### config.mk
export PLATFORM = sky130hd
export DESIGN_NAME = hazard_scoreboard
export DESIGN_NICKNAME = d
export VERILOG_FILES = /design/src/rtl/hazard_scoreboard.sv
export SDC_FILE = /design/constraint.sdc
export NUM_CORES = 1
export LEC_CHECK = 0
export BUFFER_PORTS_ARGS = -buffer_cell sky130_fd_sc_hd__clkbuf_2
export CORE_MARGIN = 2
export CORE_UTILIZATION = 41
export CTS_BUF_LIST = sky130_fd_sc_hd__clkbuf_4
export CTS_CLUSTER_DIAMETER = 100
export DETAILED_ROUTE_END_ITERATION = 16
export HOLD_SLACK_MARGIN = 0.1
export PLACE_DENSITY = 0.64
export SYNTH_ARGS = -nofsm -noshare
export SYNTH_HDL_FRONTEND = slang
export SYNTH_SLANG_ARGS = --single-unit
### constraint.sdc
create_clock -name clk -period 3.9 [get_ports clk]
set_clock_uncertainty 0.15 [all_clocks]
set_input_delay 0.585 -clock clk [delete_from_list [all_inputs] [get_ports clk]]
set_output_delay 0.585 -clock clk [all_outputs]
set_load 0.02 [all_outputs]
### src/rtl/hazard_scoreboard.sv
// ID-stage hazard detector that tracks unretired register writers in a shift-register scoreboard.
// Define HZRD_FWD_EN to enable forwarding so that only a load-use match stalls.
module hazard_scoreboard #(
    parameter  int REG_AW     = 4,
    parameter  int NSRC       = 3,
    parameter  int PIPE_DEPTH = 2,
    parameter  int CNT_W      = 16,
    localparam int FSEL_W     = $clog2(PIPE_DEPTH + 1)
) (
    input  logic                     clk,
    input  logic                     rst_n,
    input  logic                     freeze,
    input  logic                     flush,
    input  logic                     id_valid,
    input  logic                     id_wb_en,
    input  logic                     id_mem_read,
    input  logic [REG_AW-1:0]        id_dest,
    input  logic [NSRC*REG_AW-1:0]   src_addr,
    input  logic [NSRC-1:0]          src_used,
    input  logic                     cnt_clr,
    output logic                     hazard,
    output logic [NSRC*FSEL_W-1:0]   fwd_sel,
    output logic [CNT_W-1:0]         stall_cnt
);

    // Entry 0 is the instruction in EXE; higher indices are older.
    logic [PIPE_DEPTH-1:0] ent_valid;
    logic [PIPE_DEPTH-1:0] ent_wb_en;
    logic [REG_AW-1:0]     ent_dest [PIPE_DEPTH];

    logic [REG_AW-1:0]     src;
    logic                  hit;

`ifdef HZRD_FWD_EN
    // Only the EXE entry can cause a load-use stall, so only it keeps the load flag.
    logic                  ent0_mem_read;
    logic                  load_use;
`else
    logic                  any_match;
    logic                  unused_mem_read;
    assign unused_mem_read = id_mem_read;
`endif

    // NOTE: always_comb assigns every output a default first, so no path leaves a value held and no latch is inferred.
    always_comb begin
        hazard  = 1'b0;
        fwd_sel = '0;
        src     = '0;
        hit     = 1'b0;
`ifdef HZRD_FWD_EN
        load_use = 1'b0;
`else
        any_match = 1'b0;
`endif
        for (int i = 0; i < NSRC; i++) begin
            src = src_addr[i*REG_AW +: REG_AW];
            // Walk oldest to youngest so the youngest matching entry is the one that sticks.
            for (int e = PIPE_DEPTH - 1; e >= 0; e--) begin
                hit = src_used[i] & ent_valid[e] & ent_wb_en[e] & (ent_dest[e] == src);
`ifdef HZRD_FWD_EN
                if (hit) begin
                    if (e == 0 && ent0_mem_read)
                        load_use = 1'b1;
                    else
                        fwd_sel[i*FSEL_W +: FSEL_W] = FSEL_W'(e + 1);
                end
`else
                any_match = any_match | hit;
`endif
            end
        end
`ifdef HZRD_FWD_EN
        hazard = id_valid & load_use;
`else
        hazard = id_valid & any_match;
`endif
    end

    // NOTE: sequential state uses non-blocking assignments so every register samples pre-edge values.
    always_ff @(posedge clk or negedge rst_n) begin
        if (!rst_n) begin
            ent_valid <= '0;
        end else if (!freeze) begin
            for (int e = PIPE_DEPTH - 1; e > 0; e--)
                ent_valid[e] <= ent_valid[e-1];
            ent_valid[0] <= id_valid & ~hazard & ~flush;
        end
    end

    // NOTE: payload fields are not reset; they are qualified by ent_valid, which is.
    always_ff @(posedge clk) begin
        if (!freeze) begin
            for (int e = PIPE_DEPTH - 1; e > 0; e--) begin
                ent_wb_en[e] <= ent_wb_en[e-1];
                ent_dest[e]  <= ent_dest[e-1];
            end
            ent_wb_en[0] <= id_wb_en;
            ent_dest[0]  <= id_dest;
`ifdef HZRD_FWD_EN
            ent0_mem_read <= id_mem_read;
`endif
        end
    end

    // Software clear wins over both freeze and increment.
    always_ff @(posedge clk or negedge rst_n) begin
        if (!rst_n)
            stall_cnt <= '0;
        else if (cnt_clr)
            stall_cnt <= '0;
        else if (hazard && !freeze && stall_cnt != '1)
            stall_cnt <= stall_cnt + 1'b1;
    end

endmodule

==> results.ini <==
[power_and_ir_drop]
intPower_uw = 449
netSwitchingPower_uw = 129
power_per_cell_area_nw_per_um2 = 299
seqPwrFrac = 0.570
vdd_ir_drop_max_mv = 0.170
total_power_uw = 578
clk_pwr_share = 0.321
logic_pwr_share = 0.109
power.share.switching = 0.223
leakagePower_uw = 0.000793

[sta]
finalSetupViolations = 0
unrepaired_setup_endpoints_after_global_routing = false
period_share = 0.696
setup-tns-final_ns = 0
final_hold_viol_count = 0
finalMaxSlewViolations = 0
maxClockFrequency_mhz = 368
fin_crit_ns = 2.71
postLayoutSetupSlackWorst_ns = 1.19

[clock_tree]
clkSlewWorstSetupHoldPaths_ns = 0.13
cts_tree = yes
cts_num_sinks = 28
cts_max_path_buffers = 2
worst_skew_pair.late_latency_ns = 0.33
ctsRootBufferMaster = clkbuf_4
clock_tree.htree_level_count = 1
cts_resized = 0
cts-buffers-inserted = 3

[outcome]
outcome = completed

[logic_synthesis]
ys_async_sr_fraction = 0.643
ys_seq_elements = 28
synth_sequential_area_ratio = 0.449
synthesis.area_sq_um = 1670
synth_top_cell_area_share = 0.269
mean_instance_size_in_the_synthesized_netlist_sq_um = 10.5
synth-main-ff-cell = dfrtp_1
synthTopCellsByCount = dfrtp_1, xor2_1, edfxtp_1, or4_1, xnor2_1
post_synth_and_or_nand_nor_area_fraction = 0.194
yosysUniqueCellTypes = 35
netlist_instances = 159
synth_most_common_cell = dfrtp_1
ys_warn_count = 0
synth_area_in_compound_gates = 0.122
yosys.area_share.xor_xnor = 0.131
synth_adder_area_share = 0.00749
synth_edf_count = 10
post-synth-top-area-cell = dfrtp_1
yosys-top-cells-area = dfrtp_1, edfxtp_1, xor2_1, xnor2_1, or4_1
synth_top_family_by_area = simple AND/OR/NAND/NOR gates
synth_mux_area_frac = 0.0217

[drt]
drt-total-wl_um = 3210
wire_per_inst_um = 12.8
drc_errors = 0
detail_route.iter0.violations = 78
antenna_violating_nets_post_route = 0
routed-via-count = 1278
first_pass_iters = 4
viasPerCell = 5.11

[critical_path]
worst-path-stages = 7
critical_path.max_stage_delay_ns = 0.55
arrival_ns = 1.98
crit_startpoint = ent_dest[0][2]
r2r_slack_ns = 1.44
r2r_worst_path_depth = 8
crit_path_top_delay_cell = or4_4
setup.worst_path.end_class = output pin
regToRegEndpoint = stall_cnt[9]
crit_path_frequent_cell = nor2_1
critical_path_class = reg2out
cp_data_required_time_ns = 3.16
worst-path-buf-inv = 1
worst_setup_path_start_kind = flip-flop
path_max_fanout = 4
worstPathCellList = xnor2_1, nand4_1, nor4_1, or4_4, nor2_1, nor2_1, clkbuf_2
r2r-start = stall_cnt[0]
crit_path_end = hazard
cp_top_delay_family = simple AND/OR/NAND/NOR gates

[final_layout]
syn_to_final_growth_pct = 15.7
fill_cells = 401
final-instance-count-excl-fill = 250
multiInputGateArea_sq_um = 818
antennaDiodeCount = 0
finish.utilization = 0.487
layout.nets = 229
layout.area.seq_sq_um = 751
drive_above_1_share = 0.315

[floorplanning]
floorplan.rows = 23
die_area_sq_um = 4600
floorplan.die.width_um = 67.9
core-area_sq_um = 3970
fp.dieH_um = 67.9
design.portCount = 50
initial_core_util = 0.421

[placement]
placement.io_buffers = 42
placed_cells = 245
finalWeightedCongestion = 0.732
dp_worst_setup_slack_ns = 1.23

[global_route]
grt_pass1_wl_um = 5400
grt_usage = 0.153
grt_start_max_net_pins = 30
first_global_vias = 1242
grt.overflow.total = 0
grt_antenna_before_repair = 0

[hold_path]
worstHoldPathType = in2reg

[run]
cap_viol_max_count = 0

-- per-layer routing --
| layer | track usage | up-vias | part of all wire |
|---|---|---|---|
| met5 | 0 | - | 0 |
| met4 | 0.0550 | 0 | 0.0078 |
| met3 | 0.0197 | 2 | 0.047 |
| met2 | 0.254 | 33 | 0.44 |
| met1 | 0.206 | 589 | 0.50 |
| li1 | - | 654 | - |
-- state kept, by name, indices dropped and copies added, names as in the netlist --
name	flops
ent_wb_en	2
stall_cnt	16
ent_dest	8
ent_valid	2
-- worst reg2reg max path, cell delays in order, from the launching register on --
cell,delay [ns]
dfrtp_1,0.46
ha_1,0.24
nand4_1,0.30
nor2_1,0.07
a31oi_1,0.22
o211ai_2,0.11
buf_4,0.23
or4_1,0.50
a21oi_1,0.16
-- cell usage in the layout, fill, tap and decap left out, types with 5 or more instances in the layout --
cell and n:
clkbuf_2 42, dfrtp_1 18, xor2_1 16, edfxtp_1 10, xnor2_1 9, or4_1 9
nand4_1 8, o31ai_1 8, nor2_1 7, nand2_1 7, a21oi_1 7, inv_1 6
a21oi_2 6, o21ai_1 6, conb_1 6, nand3_1 5
-- worst min-delay path by stage --
stage | from | end | slack, ns | cells past startpoint
floorplan | rst_n | ent_valid[0] | 0.14 | 0
global placement | ent_wb_en[0] | ent_wb_en[1] | 0.37 | 0
finish | id_dest[1] | ent_dest[0][1] | 0.29 | 1
detailed placement | ent_wb_en[0] | ent_wb_en[1] | 0.37 | 0
global route | id_dest[1] | ent_dest[0][1] | 0.27 | 1
CTS | id_dest[1] | ent_dest[0][1] | 0.28 | 1
-- logic make-up after synthesis --
logic type	count (synthesis)
flip-flops	28
adder cells (fa/ha/maj)	1
AND/OR/NAND/NOR	53
other	1
multiplexers	3
buffers and inverters	18
AO/OA/AOI/OAI	30
XOR/XNOR	25
-- repair_timing --
action / in CTS / in global routing
hold endpoints to repair: 18 / 0
hold buffers: 1 / 0
buffers inserted: 0 / 0
setup endpoints to repair: 0 / 0
-- power groups by stage --
| stage | clock network (uW) | logic (uW) | registers (uW) |
|---|---|---|---|
| after CTS | 193 | 63.9 | 330 |
| after global routing | 205 | 70.5 | 332 |
| after floorplan | 0 | 42.6 | 332 |
| final | 185 | 62.7 | 329 |
| after detailed placement | 0 | 62.7 | 336 |
| after global placement | 0 | 62.5 | 335 |
-- cell type report --
class	instances	area share
Inverter	6	0.0116
Clock inverter	1	0.0155
Multi-Input combinational cell	118	0.423
Timing Repair Buffer	44	0.118
Sequential cell	28	0.388
Tap cell	50	0.0323
Clock buffer	3	0.0116
-- per-stage QoR --
stage          instance area [sq um]  hold slack (ns)
6_report                        1930            0.295
5_1_grt                         1930            0.270
4_1_cts                         1930            0.278
3_5_place_dp                    1870            0.368
3_3_place_gp                    1870            0.367
2_1_floorplan                   1690            0.139
Power figures use the tool's default switching activity.
